File: src/rtl/bmp_stream_writer.sv
// Serialises 32-bit {B,G,R,pad} pixel words into a byte stream forming a 24-bit BMP image.
// Optional feature macro BMPW_HEADER_EN: when defined, the 54-byte BMP header precedes the pixel data.
module bmp_stream_writer #(
    parameter int WIDTH  = 720,
    parameter int HEIGHT = 540
) (
    input  logic        clk,
    input  logic        reset,
    input  logic        start,
    output logic        in_rd_en,
    input  logic [31:0] in_dout,
    input  logic        in_empty,
    output logic        out_wr_en,
    output logic [7:0]  out_din,
    input  logic        out_full,
    output logic        busy,
    output logic        done
);

    localparam logic [31:0] ROW_BYTES = 32'(3 * WIDTH);
    localparam logic [31:0] PAD_BYTES = (32'd4 - (ROW_BYTES % 32'd4)) % 32'd4;
    localparam logic [31:0] IMG_SIZE  = (ROW_BYTES + PAD_BYTES) * 32'(HEIGHT);
    localparam logic [31:0] FILE_SIZE = 32'd54 + IMG_SIZE;
    localparam logic [11:0] LAST_COL  = 12'(WIDTH - 1);
    localparam logic [11:0] LAST_ROW  = 12'(HEIGHT - 1);
    localparam logic [1:0]  LAST_PAD  = 2'(PAD_BYTES - 32'd1);

    typedef enum logic [2:0] {
        IDLE,
        HEADER,
        LOAD,
        PIX,
        PAD,
        FIN
    } state_t;

    state_t      state, state_next;
    logic [11:0] col, col_next;
    logic [11:0] row, row_next;
    logic [1:0]  byte_idx, byte_idx_next;
    logic [1:0]  pad_cnt, pad_cnt_next;
    logic [23:0] pix_reg, pix_next;
    logic        row_end;

    // The pad byte of each pixel word carries no image data.
    logic unused_pad;
    assign unused_pad = ^in_dout[7:0];

`ifdef BMPW_HEADER_EN
    logic [5:0] hdr_idx, hdr_idx_next;

    function automatic logic [7:0] header_byte(input logic [5:0] idx);
        logic [31:0] w;
        logic [5:0]  base;
        logic [1:0]  lane;
        logic [7:0]  b;
        w    = '0;
        base = 6'd0;
        if      (idx <= 6'd1)  base = 6'd0;
        else if (idx <= 6'd5)  begin w = FILE_SIZE;          base = 6'd2;  end
        else if (idx <= 6'd9)  base = 6'd6;
        else if (idx <= 6'd13) begin w = 32'd54;             base = 6'd10; end
        else if (idx <= 6'd17) begin w = 32'd40;             base = 6'd14; end
        else if (idx <= 6'd21) begin w = 32'(WIDTH);         base = 6'd18; end
        else if (idx <= 6'd25) begin w = 32'(HEIGHT);        base = 6'd22; end
        else if (idx <= 6'd27) begin w = 32'd1;              base = 6'd26; end
        else if (idx <= 6'd29) begin w = 32'd24;             base = 6'd28; end
        else if (idx <= 6'd33) base = 6'd30;
        else if (idx <= 6'd37) begin w = IMG_SIZE;           base = 6'd34; end
        else if (idx <= 6'd41) begin w = 32'd2835;           base = 6'd38; end
        else if (idx <= 6'd45) begin w = 32'd2835;           base = 6'd42; end
        else                   base = 6'd46;
        lane = 2'(idx - base);
        case (lane)
            2'd0:    b = w[7:0];
            2'd1:    b = w[15:8];
            2'd2:    b = w[23:16];
            default: b = w[31:24];
        endcase
        // The magic number is the only non-numeric field.
        if (idx == 6'd0)      b = 8'h42;
        else if (idx == 6'd1) b = 8'h4D;
        return b;
    endfunction
`endif

    // NOTE: state registers use non-blocking assignments so every flop samples pre-edge values.
    always_ff @(posedge clk) begin
        if (reset) begin
            state    <= IDLE;
            col      <= '0;
            row      <= '0;
            byte_idx <= '0;
            pad_cnt  <= '0;
            pix_reg  <= '0;
`ifdef BMPW_HEADER_EN
            hdr_idx  <= '0;
`endif
        end else begin
            state    <= state_next;
            col      <= col_next;
            row      <= row_next;
            byte_idx <= byte_idx_next;
            pad_cnt  <= pad_cnt_next;
            pix_reg  <= pix_next;
`ifdef BMPW_HEADER_EN
            hdr_idx  <= hdr_idx_next;
`endif
        end
    end

    always_comb begin
        // NOTE: every output and next-state value gets a default first so no path infers a latch.
        state_next    = state;
        col_next      = col;
        row_next      = row;
        byte_idx_next = byte_idx;
        pad_cnt_next  = pad_cnt;
        pix_next      = pix_reg;
        row_end       = 1'b0;
        in_rd_en      = 1'b0;
        out_wr_en     = 1'b0;
        out_din       = 8'h00;
        done          = 1'b0;
        busy          = (state != IDLE) && (state != FIN);
`ifdef BMPW_HEADER_EN
        hdr_idx_next  = hdr_idx;
`endif

        case (state)
            IDLE: begin
                if (start) begin
                    col_next = '0;
                    row_next = '0;
`ifdef BMPW_HEADER_EN
                    hdr_idx_next = '0;
                    state_next   = HEADER;
`else
                    state_next   = LOAD;
`endif
                end
            end

`ifdef BMPW_HEADER_EN
            HEADER: begin
                out_din   = header_byte(hdr_idx);
                out_wr_en = !out_full;
                if (!out_full) begin
                    if (hdr_idx == 6'd53) state_next = LOAD;
                    else                  hdr_idx_next = hdr_idx + 6'd1;
                end
            end
`endif

            LOAD: begin
                if (!in_empty) begin
                    in_rd_en      = 1'b1;
                    pix_next      = in_dout[31:8];
                    byte_idx_next = '0;
                    state_next    = PIX;
                end
            end

            PIX: begin
                out_wr_en = !out_full;
                case (byte_idx)
                    2'd0:    out_din = pix_reg[23:16];
                    2'd1:    out_din = pix_reg[15:8];
                    default: out_din = pix_reg[7:0];
                endcase
                if (!out_full) begin
                    if (byte_idx == 2'd2) begin
                        if (col == LAST_COL) begin
                            if (PAD_BYTES != 32'd0) begin
                                pad_cnt_next = '0;
                                state_next   = PAD;
                            end else begin
                                row_end = 1'b1;
                            end
                        end else begin
                            col_next   = col + 12'd1;
                            state_next = LOAD;
                        end
                    end else begin
                        byte_idx_next = byte_idx + 2'd1;
                    end
                end
            end

            PAD: begin
                out_wr_en = !out_full;
                if (!out_full) begin
                    if (pad_cnt == LAST_PAD) row_end = 1'b1;
                    else                     pad_cnt_next = pad_cnt + 2'd1;
                end
            end

            FIN: begin
                done       = 1'b1;
                state_next = IDLE;
            end

            default: state_next = IDLE;
        endcase

        // Row wrap is shared by the padded and unpadded row endings.
        if (row_end) begin
            col_next   = '0;
            row_next   = row + 12'd1;
            state_next = (row == LAST_ROW) ? FIN : LOAD;
        end
    end

endmodule

File: config.mk
export PLATFORM = sky130hd
export DESIGN_NAME = bmp_stream_writer
export DESIGN_NICKNAME = d
export VERILOG_FILES = /design/src/rtl/bmp_stream_writer.sv
export SDC_FILE = /design/constraint.sdc
export NUM_CORES = 1
export LEC_CHECK = 0
export BUFFER_PORTS_ARGS = -buffer_cell sky130_fd_sc_hd__buf_4
export CELL_PAD_IN_SITES_DETAIL_PLACEMENT = 0
export CELL_PAD_IN_SITES_GLOBAL_PLACEMENT = 1
export CORE_ASPECT_RATIO = 1.75
export CORE_MARGIN = 2
export CORE_UTILIZATION = 42
export CTS_BUF_LIST = sky130_fd_sc_hd__clkbuf_8
export DETAILED_ROUTE_END_ITERATION = 10
export PLACE_DENSITY = 0.86
export SYNTH_ARGS = -nofsm -noshare
export SYNTH_HDL_FRONTEND = slang
export SYNTH_SLANG_ARGS = --single-unit
File: constraint.sdc
create_clock -name clk -period 2.36 [get_ports clk]
set_clock_uncertainty 0.05 [all_clocks]
set_input_delay 0.472 -clock clk [delete_from_list [all_inputs] [get_ports clk]]
set_output_delay 0.472 -clock clk [all_outputs]
set_load 0.01 [all_outputs]
After elaboration in Yosys (flattened, before gate mapping)

Cells that the tools add are included.

ROM bits: 0
Memories: 0
Output and inout port bits: 12
Bits of input ports: 37
Bits in latches: 0
Register bits after elaboration: 55
Word-level logic and storage cells: 83
RAM bits: 0

Multiply operators: 0
Add/subtract/negate cells: 4
Reduce and logical (&&, ||, !) cells: 17
Shifts and indexed selects: 0
Mux-type cells: 31
Bitwise gates (word level): 3
Eq/ne operators: 22
Div/mod/pow operators: 0
$lt $le $gt $ge: 0

Operators by type and width:

| operator              | count |
|---|---|
| $mux 12               | 6 |
| $add 12x1->12 const B | 2 |
| $eq 12x10->1 const B  | 2 |
| $pmux 12 s2           | 1 |
| $mux 3                | 7 |
| $ne 3x3->1 const B    | 6 |
| $pmux 8 s2            | 1 |
| $ne 2x2->1 const B    | 7 |
| $pmux 3 s4            | 1 |
| $mux 1                | 9 |
| $mux 8                | 1 |
| $reduce_bool 2->1     | 4 |
| $eq 3x2->1 const B    | 2 |
| $eq 3x3->1 const B    | 2 |
| $mux 2                | 3 |
| $reduce_and 6->1      | 1 |
| $reduce_and 5->1      | 1 |
| $add 2x1->2 const B   | 2 |
| $eq 2x2->1 const B    | 2 |
| $pmux 2 s2            | 1 |
| $reduce_and 2->1      | 2 |
| $reduce_and 4->1      | 1 |
| $reduce_or 2->1       | 2 |
| $logic_not 3->1       | 1 |
| other kinds (8)       | 10 |

Depth between registers and ports, before layout

Gate-level depths: netlist (run 1).

Word-level depth: 7
Depth in mapped cells: 8
Gate-level depth less buffers: 7

Worst setup path after synthesis (run 1)

OpenSTA, ideal clock, no wires.

Path kind: reg2out
From: register byte_idx[0]
To: output port out_din[0]
Cell stages (with the launch flop): 7
Path slack: 446 ps
Data required time: 1838 ps
Arrival time: 1392 ps
Path through: dfxtp_1 > inv_1 > ha_1 > buf_1 > nor2_1 > nand2_1 > a21oi_1

Cells in the longest elaborated chain, start to end: 3

Ends and longest elaborated chain:

| item                                          | line | RTL |
|---|---|---|
| from (decl)                                   | 40   | `logic [1:0] byte_idx, byte_idx_next;` |
| from (signal assigned)                        | 103  | `byte_idx <= byte_idx_next;` |
| $eq 2x1->1 or $logic_not 2->1 (tied branches) | 166  | `case (byte_idx)` |
| $pmux 8 s2 (*)                                | 166  |  |
| $mux 8 (*)                                    | 130  | `case (state)` |
| to (decl)                                     | 14   | `output logic [7:0] out_din,` |

Mark *: on every way between the ends. The rest lies on a longest branch, timed or not.

Worst setup path in the final report (run 1)

From: register state[2]
To: output port in_rd_en

Cells in the longest elaborated chain, start to end: 2

Ends and longest elaborated chain:

| item                   | line | RTL |
|---|---|---|
| from (decl)            | 37   | `state_t state, state_next;` |
| from (signal assigned) | 100  | `state <= state_next;` |
| $eq 3x2->1             | 130  |  |
| $mux 1                 | 130  |  |
| to (decl)              | 10   | `output logic in_rd_en,` |

Every way passes these cells.

==> results.sh, run 1 <==
export IMPL_status="complete, no violations"
export IMPL_layoutNonFillerInstCount=460
export IMPL_via_count=2466
export IMPL_hold_class="in -> reg"
export IMPL_drt_initial_drc_count=77
export IMPL_period_share_pct=91.3
export IMPL_r2r_end="row[8]$_SDFFE_PP0P_"
export IMPL_fillCellCount=649
export IMPL_synth_compound_area_share_pct=15.4
export IMPL_antennaDiodeCount=0
export IMPL_cpMostUsedCell="buf_4"
export IMPL_avgSynthCellArea_um2=7.94
export IMPL_synth_adder_area_share_pct=2.75
export IMPL_yosys_area_share_xor_xnor_pct=4.82
export IMPL_fmax_mhz=464
export IMPL_layout_commonest_cell="nand2_1"
export IMPL_timing_slew_headroom_pct=61.8
export IMPL_setup_tns_ns=0
export IMPL_wl_per_cell_um=13.4
export IMPL_synth_seq_cells=55
export IMPL_clk_path_buf_depth=2
export IMPL_critPathLaunchType="flop"
export IMPL_ir_drop_uv=417
export IMPL_wirelength_um=6180
export IMPL_path_cells="nor2b_1 > buf_4 > nand2_1 > clkinv_1 > buf_4"
export IMPL_dp_cells=453
export IMPL_reg2reg_slack_ns=0.24
export IMPL_cp_slowest_cell="dfxtp_1"
export IMPL_power_density_mw_per_mm2=540
export IMPL_end_kind="primary output"
export IMPL_clk_pin_slew_ns=0.09
export IMPL_ctsRootBufferMaster="clkbuf_8"
export IMPL_grtUsageTotal_pct=18.2
export IMPL_sw_frac_of_total_pct=22.9
export IMPL_drive_gt1_share_pct=18.7
export IMPL_power_share_clock_pct=35.0
export IMPL_syn_inst=343
export IMPL_synth_mux_area_share_pct=1.84
export IMPL_rows=38
export IMPL_antenna_found_initial=0
export IMPL_whs_path_depth=3
export IMPL_pre_cts_ws_ns=0.253
export IMPL_combPwrFrac_pct=9.6
export IMPL_synth_area_leader_cell="dfxtp_1"
export IMPL_grt_ovfl_total=0
export IMPL_cts_sinks=55
export IMPL_ys_seq_area_share_pct=40.4
export IMPL_drc=0
export IMPL_synthArstFlopShare_pct=0
export IMPL_synth_simple_area_share_pct=30.5
export IMPL_grt_max_degree=45
export IMPL_cap_viol_max_count=0
export IMPL_mostFrequentLayoutCells="74 x nand2_1, 54 x dfxtp_1, 50 x buf_4, 43 x a21oi_1, 23 x nor2_1"
export IMPL_r2r_start="col[0]$_SDFFE_PP0P_"
export IMPL_ctsHtreeMaxLevel=2
export IMPL_coreArea_mm2=0.00623
export IMPL_cp_required_ns=1.84
export IMPL_synth_nets=386
export IMPL_gp_congestion=0.804
export IMPL_min_period_ns=2.15
export IMPL_clock_latency_ns=0.30
export IMPL_hold_buffers=0
export IMPL_io_buffers=40
export IMPL_max_stage_delay_ns=0.58
export IMPL_syn_area_mm2=0.00273
export IMPL_critPathMaxFanout=13
export IMPL_holdPathEnd="pix_reg[18]$_SDFFE_PP0P_"
export IMPL_cts_tree="built"
export IMPL_via_per_inst=5.36
export IMPL_fin_ws_ns=0.206
export IMPL_dp_final_hpwl_um=4690
export IMPL_netSwitchingPower_mw=0.398
export IMPL_dieArea_mm2=0.00717
export IMPL_min_from="in_dout[26]"
export IMPL_postRouteAntennaNets=0
export IMPL_yosysTopAreaCellShare_pct=40.4
export IMPL_grt_pass1_vias=2430
export IMPL_hold_viol=0
export IMPL_syn_to_final_growth_pct=18.0
export IMPL_synth_top_family_by_area="simple AND/OR/NAND/NOR gates"
export IMPL_first_pass_iters=4
export IMPL_worst_setup_path_type="reg -> out"
export IMPL_tightest_slew_ns=0.568
export IMPL_yosys_top_cells_area="dfxtp_1 40%, nand2_1 10%, a21oi_1 7.9%"
export IMPL_synth_edff_count=0
export IMPL_die_height_um=111
export IMPL_p_leak_nw=1.18
export IMPL_initial_utilization_pct=43.8
export IMPL_largest_register_ffs=24
export IMPL_grt_pass1_wl_um=10600
export IMPL_ys_warn_count=0
export IMPL_ys_flop_type="dfxtp_1"
export IMPL_cts_buffers=5
export IMPL_setup_violations=0
export IMPL_seqPwrFrac_pct=55.4
export IMPL_die_w_um=64.9
export IMPL_rsz0062_at_grt="no"
export IMPL_post_synth_num_cell_types=50
export IMPL_nets=423
export IMPL_arrival_ns=1.63
export IMPL_worstRegToRegCells=6
export IMPL_drv_slew=0
export IMPL_p_int_mw=1.34
export IMPL_ios=49
worst max-delay path by stage:
stage,from,to,slack [ns],cells after the start
floorplan,byte_idx[0]$_SDFFE_PP0P_,out_din[0],0.45,6
detailed placement,byte_idx[0]$_SDFFE_PP0P_,row[8]$_SDFFE_PP0P_,0.25,7
global placement,byte_idx[0]$_SDFFE_PP0P_,state[1]$_SDFFE_PP0P_,0.32,7
CTS,byte_idx[1]$_SDFFE_PP0P_,out_din[5],0.09,7
global route,byte_idx[1]$_SDFFE_PP0P_,out_din[3],0.08,7
finish,state[2]$_SDFFE_PP0P_,in_rd_en,0.21,5
synthesized netlist by cell type (all sizes together), types with 2 or more instances:
master / number
or3: 3
nor2: 24
nor2b: 4
a211oi: 2
o2111ai: 2
nor3: 5
or2: 5
nor3b: 5
ha: 6
mux2i: 5
inv: 5
nand4: 7
nand2: 74
nand4b: 3
xor2: 9
clkbuf: 10
xnor2: 6
nor4b: 4
nand3: 9
a21oi: 43
dfxtp: 55
a22oi: 9
and2: 2
o21ai: 4
o31ai: 4
and4b: 2
nor4: 4
a21o: 2
buf: 10
nand2b: 2
and3: 5
critical path: cells and delay by family (launching register included):
kind,cells,cell delay [ns]
buf+inv,3,0.55
flops,1,0.58
simple gates,2,0.20
cell type report:
type                            instances  area [um2]  share of cell area, %
Timing Repair Buffer                   50         375                   11.7
Multi-Input combinational cell        262        1510                   46.9
Clock buffer                            5        68.8                   2.14
Tap cell                               80         100                   3.11
Inverter                                6        22.5                  0.700
Clock inverter                          2        37.5                   1.17
Sequential cell                        55        1100                   34.3
cell families after synthesis:
group	Yosys count
mux	5
flops	55
buf+inv	26
compound gates	71
xor+xnor	15
fa+ha+maj	6
simple gates	165
stage by stage:
| step | total power, mW | util (%) | hold slack (ns) | cell area [um2] |
|---|---|---|---|---|
| global route | 1.81 | 51.6 | 0.349 | 3220 |
| global placement | 1.15 | 49.9 | 0.392 | 3110 |
| finish | 1.74 | 51.6 | 0.351 | 3220 |
| detailed placement | 1.15 | 49.9 | 0.397 | 3110 |
| CTS | 1.76 | 51.6 | 0.346 | 3210 |
| floorplan | 1.08 | - | 0.386 | 2730 |
power groups by stage:
stage                     clock network, mW  logic [mW]  registers [mW]
after CTS                             0.629       0.169           0.963
after global placement                    0       0.166           0.984
after detailed placement                  0       0.168           0.985
after floorplan                           0       0.102           0.977
after global routing                  0.653       0.187           0.966
final                                 0.608       0.166           0.963
timing repair:
item | 4_1_cts | 5_1_grt
resized for setup | 0 | 2
setup buffers | 0 | 0
setup endpoints to repair | 0 | 8
layer usage:
layer	global-route usage (%)	routed length, um	up-vias
li1	-	-	1267
met1	19.7	2440	1144
met2	34.5	3430	43
met3	3.05	164	12
met4	5.96	140	0
met5	0	0	-
(Power assumes the default switching activity.)
==> inputs of run 2 (changes only) <==
ABC_AREA = 1   (was default)
CORE_UTILIZATION = 41   (was 42)
PLACE_DENSITY = 0.87   (was 0.86)
==> run 2 against run 1 <==
  * Die area rose by 11%
  * Setup slack got worse by 0.040 ns
  * Sequential power rose by 4%
  * Synthesized cell count rose by 31%
  * Worst hold slack got worse by 0.028 ns
  * Area after synthesis rose by 8.8%
  * Cell area rose by 7.6%
  * Critical endpoint is now out_din[0]
  * Largest cell class unchanged
  * Largest power group unchanged
==> results.sh, run 2 <==
export IMPL_io_buffers=40
export IMPL_critPathMaxFanout=9
export IMPL_reg2reg_slack_ns=0.41
export IMPL_ctsRootBufferMaster="clkbuf_8"
export IMPL_ys_top_cells_by_count="113 x nand2_1, 90 x nor2_1, 55 x dfxtp_1, 33 x inv_1, 31 x a21oi_1"
export IMPL_dp_cells=569
export IMPL_final_area_mm2=0.00346
export IMPL_hold_class="in -> reg"
export IMPL_grt_pass1_wl_um=12500
export IMPL_grtUsageTotal_pct=20.7
export IMPL_cp_required_ns=1.84
export IMPL_ys_seq_area_share_pct=37.1
export IMPL_yosys_top_cells_area="dfxtp_1 37%, nand2_1 14%, nor2_1 11%"
export IMPL_gp_congestion=0.834
export IMPL_drv_slew=0
export IMPL_place_area_mm2=0.00335
export IMPL_cp_endpoint="out_din[0]"
export IMPL_tightest_slew_ns=0.498
export IMPL_ff_latch_area_mm2=0.00110
export IMPL_status="complete, no violations"
export IMPL_via_count=2941
export IMPL_clock_latency_ns=0.31
export IMPL_synth_edff_count=0
export IMPL_mostFrequentLayoutCells="113 x nand2_1, 90 x nor2_1, 55 x dfxtp_1, 48 x buf_4, 33 x inv_1"
export IMPL_fmax_mhz=456
export IMPL_avgSynthCellArea_um2=6.58
export IMPL_fin_ws_ns=0.166
export IMPL_syn_inst=451
export IMPL_pre_cts_ws_ns=0.398
export IMPL_ctsHtreeMaxLevel=2
export IMPL_r2r_end="row[0]$_SDFFE_PP0P_"
export IMPL_synth_seq_cells=55
export IMPL_clk_path_buf_depth=2
export IMPL_finish_utilization_pct=48.6
export IMPL_rsz0062_at_grt="no"
export IMPL_drive_gt1_share_pct=14.7
export IMPL_hold_buffers=0
export IMPL_postRouteAntennaNets=0
export IMPL_power_density_mw_per_mm2=552
export IMPL_die_w_um=68.3
export IMPL_power_share_clock_pct=30.5
export IMPL_clk_pin_slew_ns=0.10
export IMPL_layout_commonest_cell="nand2_1"
export IMPL_hold_viol=0
export IMPL_arrival_ns=1.67
export IMPL_nets=533
export IMPL_end_kind="primary output"
export IMPL_wirelength_um=7620
export IMPL_ir_drop_uv=442
export IMPL_drt_initial_drc_count=140
export IMPL_via_per_inst=5.10
export IMPL_multiInputGateArea_mm2=0.00166
export IMPL_antennaDiodeCount=0
export IMPL_seqPwrFrac_pct=52.4
export IMPL_cts_buffers=5
export IMPL_ys_flop_type="dfxtp_1"
export IMPL_worstRegToRegCells=8
export IMPL_timing_slew_headroom_pct=66.8
export IMPL_synth_area_leader_cell="dfxtp_1"
export IMPL_first_pass_iters=4
export IMPL_setup_tns_ns=0
export IMPL_initial_utilization_pct=41.6
export IMPL_synth_most_common_cell="nand2_1"
export IMPL_antenna_found_initial=0
export IMPL_combPwrFrac_pct=17.0
export IMPL_syn_to_final_growth_pct=16.8
export IMPL_cp_startpoint="byte_idx[0]$_SDFFE_PP0P_"
export IMPL_fillCellCount=777
export IMPL_drc=0
export IMPL_post_synth_num_cell_types=33
export IMPL_ios=49
export IMPL_layoutNonFillerInstCount=577
export IMPL_sw_frac_of_total_pct=28.7
export IMPL_p_leak_nw=1.38
export IMPL_grt_ovfl_total=0
export IMPL_cap_viol_max_count=0
export IMPL_dp_final_hpwl_um=5770
export IMPL_largest_register_ffs=24
export IMPL_worst_setup_path_type="reg -> out"
export IMPL_coreArea_mm2=0.00713
export IMPL_r2r_start="col[0]$_SDFFE_PP0P_"
export IMPL_syn_area_mm2=0.00297
export IMPL_period_share_pct=93.0
export IMPL_die_height_um=117
export IMPL_wl_per_cell_um=13.2
export IMPL_yosysTopAreaCellShare_pct=37.1
export IMPL_min_period_ns=2.19
export IMPL_synthArstFlopShare_pct=0
export IMPL_setup_violations=0
export IMPL_cts_tree="built"
export IMPL_p_int_mw=1.36
export IMPL_dieArea_mm2=0.00796
export IMPL_cts_setup_buffers=0
export IMPL_ys_warn_count=0
export IMPL_netSwitchingPower_mw=0.549
export IMPL_grt_pass1_vias=2904
export IMPL_critPathLaunchType="flop"
export IMPL_cts_sinks=55
export IMPL_synth_nets=494
export IMPL_rows=41
export IMPL_grt_max_degree=29
==> run 2: worst min-delay path by stage <==
stage | depth (start not counted) | slack [ns] | to | startpoint
floorplan | 2 | 0.39 | pad_cnt[1]$_SDFFE_PP0P_ | pad_cnt[1]$_SDFFE_PP0P_
global placement | 2 | 0.40 | pad_cnt[1]$_SDFFE_PP0P_ | pad_cnt[1]$_SDFFE_PP0P_
detailed placement | 2 | 0.41 | pad_cnt[1]$_SDFFE_PP0P_ | pad_cnt[1]$_SDFFE_PP0P_
CTS | 3 | 0.31 | pix_reg[1]$_SDFFE_PP0P_ | in_dout[9]
global route | 3 | 0.32 | pix_reg[1]$_SDFFE_PP0P_ | in_dout[9]
finish | 3 | 0.32 | pix_reg[6]$_SDFFE_PP0P_ | in_dout[14]
==> run 2: layout make-up <==
type	count	share of cell area, %
clock buffers	7	2.78
clock inverters	1	0.217
inverters	35	3.87
multi-input cells	345	47.8
flip-flops and latches	55	31.8
well taps	86	3.11
repair buffers	48	10.4
==> run 2: worst max-delay path: stages (launching register included) <==
cell and delay [ns]:
dfxtp_1 0.34, inv_1 0.09, ha_2 0.27, nor2_1 0.12, buf_4 0.16, nand2_1 0.06, a31oi_1 0.16, buf_4 0.15
==> run 2: repair_timing <==
item                                    4_1_cts  5_1_grt
endpoints found under the setup margin        0        8
resized for setup                             0        3
hold endpoints to repair                      0        0
==> run 2: per-stage QoR <==
stage	hold WS (ns)	power (mW)
4_1_cts	0.313	1.93
3_3_place_gp	0.401	1.34
3_5_place_dp	0.412	1.35
6_report	0.324	1.91
5_1_grt	0.320	2.01
2_1_floorplan	0.393	1.23
==> run 2: cells by family (layout without fill, tap and decap cells) <==
group           count (synthesis)  in the layout  share of synthesized area (%)
compound gates                 72             72                           13.2
xor+xnor                       10             10                           2.95
fa+ha+maj                       6              6                           2.53
buf+inv                        51             91                           7.13
flops                          55             55                           37.1
simple gates                  257            257                           37.0
==> run 2: power by group through the flow <==
stage	Sequential (mW)	Clock (mW)	Combinational (mW)
after floorplan	1.01	0	0.213
after global placement	1.02	0	0.321
after detailed placement	1.02	0	0.324
after CTS	1.00	0.605	0.326
after global routing	1.01	0.632	0.367
final	1.00	0.583	0.326
==> run 2: layer usage <==
layer | GRT usage (%) | wire (um) | up-vias
li1 | - | - | 1532
met1 | 20.1 | 2890 | 1328
met2 | 40.2 | 4150 | 66
met3 | 3.76 | 309 | 15
met4 | 9.33 | 269 | 0
met5 | 0 | 0 | -
==> inputs of run 3 (changes only) <==
BUFFER_PORTS_ARGS = -buffer_cell sky130_fd_sc_hd__buf_2   (was -buffer_cell sky130_fd_sc_hd__buf_4)
==> run 3 against run 2 <==
  * Die area unchanged
  * Power decreased by 3.3%
  * Critical path depth is 2 lower
==> results.sh, run 3 (synthesis gave the netlist of run 2 again) <==
export IMPL_hold_viol=0
export IMPL_drv_slew=0
export IMPL_grt_ovfl_total=0
export IMPL_worst_setup_path_type="reg -> out"
export IMPL_setup_violations=0
export IMPL_nets=534
export IMPL_hold_class="in -> reg"
export IMPL_mostFrequentLayoutCells="113 x nand2_1, 89 x nor2_1, 55 x dfxtp_1, 40 x buf_2, 34 x inv_1"
export IMPL_rows=41
export IMPL_cp_endpoint="out_din[0]"
export IMPL_min_from="in_dout[18]"
export IMPL_cts_setup_buffers=0
export IMPL_grtUsageTotal_pct=20.6
export IMPL_max_stage_delay_ns=0.44
export IMPL_layout_commonest_cell="nand2_1"
export IMPL_cts_tree="built"
export IMPL_cp_required_ns=1.84
export IMPL_ctsRootBufferMaster="clkbuf_8"
export IMPL_grt_pass1_wl_um=12600
export IMPL_min_period_ns=2.20
export IMPL_cap_viol_max_count=0
export IMPL_ctsHtreeMaxLevel=2
export IMPL_postRouteAntennaNets=0
export IMPL_ir_drop_uv=488
export IMPL_wirelength_um=7510
export IMPL_end_kind="primary output"
export IMPL_die_height_um=117
export IMPL_clock_latency_ns=0.32
export IMPL_cp_slowest_cell="dfxtp_1"
export IMPL_r2r_end="row[0]$_SDFFE_PP0P_"
export IMPL_fmax_mhz=455
export IMPL_drc=0
export IMPL_ios=49
export IMPL_path_depth=5
export IMPL_first_pass_iters=4
export IMPL_critPathMaxFanout=18
export IMPL_clk_path_buf_depth=2
export IMPL_setup_tns_ns=0
export IMPL_largest_register_ffs=24
export IMPL_dp_final_hpwl_um=5610
export IMPL_gp_congestion=0.836
export IMPL_antenna_found_initial=0
export IMPL_grt_pass1_vias=2915
export IMPL_wl_per_cell_um=13.0
export IMPL_critPathLaunchType="flop"
export IMPL_grt_max_degree=29
export IMPL_antennaDiodeCount=0
export IMPL_hold_ws_ns=0.316
export IMPL_cts_sinks=55
export IMPL_path_cells="nand2_1 > nor2_4 > inv_2 > a31oi_1 > buf_2"
export IMPL_reg2reg_slack_ns=0.44
export IMPL_fin_ws_ns=0.163
export IMPL_p_leak_nw=1.35
export IMPL_rsz0062_at_grt="no"
export IMPL_cp_top_family="flip-flops"
export IMPL_cp_startpoint="state[1]$_SDFFE_PP0P_"
export IMPL_syn_to_final_growth_pct=12.9
export IMPL_initial_utilization_pct=41.6
export IMPL_drive_gt1_share_pct=14.6
export IMPL_via_per_inst=5.12
export IMPL_worstRegToRegCells=9
export IMPL_cts_buffers=5
export IMPL_status="complete, no violations"
export IMPL_period_share_pct=93.1
export IMPL_r2r_start="byte_idx[0]$_SDFFE_PP0P_"
export IMPL_io_buffers=40
export IMPL_coreArea_mm2=0.00713
export IMPL_arrival_ns=1.67
export IMPL_power_density_mw_per_mm2=552
export IMPL_timing_slew_headroom_pct=66.7
export IMPL_via_count=2962
export IMPL_dieArea_mm2=0.00796
export IMPL_cp_buffers_inverters=2
export IMPL_drt_initial_drc_count=93
export IMPL_pre_cts_ws_ns=0.449
export IMPL_clk_pin_slew_ns=0.10
export IMPL_tightest_slew_ns=0.499
export IMPL_die_w_um=68.3
==> run 3: how the worst min path moves through the flow <==
stage,to,slack [ns],cells after the start
after floorplan,pad_cnt[1]$_SDFFE_PP0P_,0.39,2
after global routing,pix_reg[5]$_SDFFE_PP0P_,0.32,3
after global placement,pad_cnt[1]$_SDFFE_PP0P_,0.40,2
final,pix_reg[10]$_SDFFE_PP0P_,0.32,3
after CTS,pix_reg[8]$_SDFFE_PP0P_,0.31,3
after detailed placement,pad_cnt[1]$_SDFFE_PP0P_,0.42,2
==> run 3: power breakdown <==
part           total [mW]  internal, mW  leakage [nW]  switching, mW
Sequential           1.00         0.975         0.447         0.0260
Combinational       0.315         0.106         0.859          0.209
Clock               0.531         0.204        0.0453          0.326
==> run 3: timing repair <==
item	4_1_cts	5_1_grt
resized for setup	0	1
hold buffers	0	0
setup endpoints to repair	0	6
==> run 3: per-stage QoR <==
step                      utilization (%)  total power, mW  instance area [um2]  std cells
after floorplan                         -             1.23                 2970        451
after global placement               45.7             1.33                 3260        570
after detailed placement             45.7             1.33                 3260        570
after CTS                            46.9             1.87                 3350        578
after global routing                 47.0             1.94                 3350        578
final                                47.0             1.85                 3350        578
==> run 3: worst register-to-register path: cells and delay by family, from the launching register on <==
kind	cells	cell delay (ns)
AO/OA/AOI/OAI	1	0.15
adder cells (fa/ha/maj)	1	0.22
buffers and inverters	1	0.08
flip-flops	1	0.35
AND/OR/NAND/NOR	6	0.99
==> run 3: layout make-up <==
type	count	area (um2)
multi-input combinational	345	1660
inverter	35	131
timing repair buffer	49	268
tap	86	108
clock buffer	5	68.8
fill	779	3780
sequential	55	1100
clock inverter	3	16.3
==> run 3: metal layers <==
metal	wire [um]	vias to the layer above	track usage, %
li1	-	1530	-
met1	2880	1344	20.6
met2	4110	78	39.7
met3	353	10	3.28
met4	174	0	8.93
met5	0	-	0
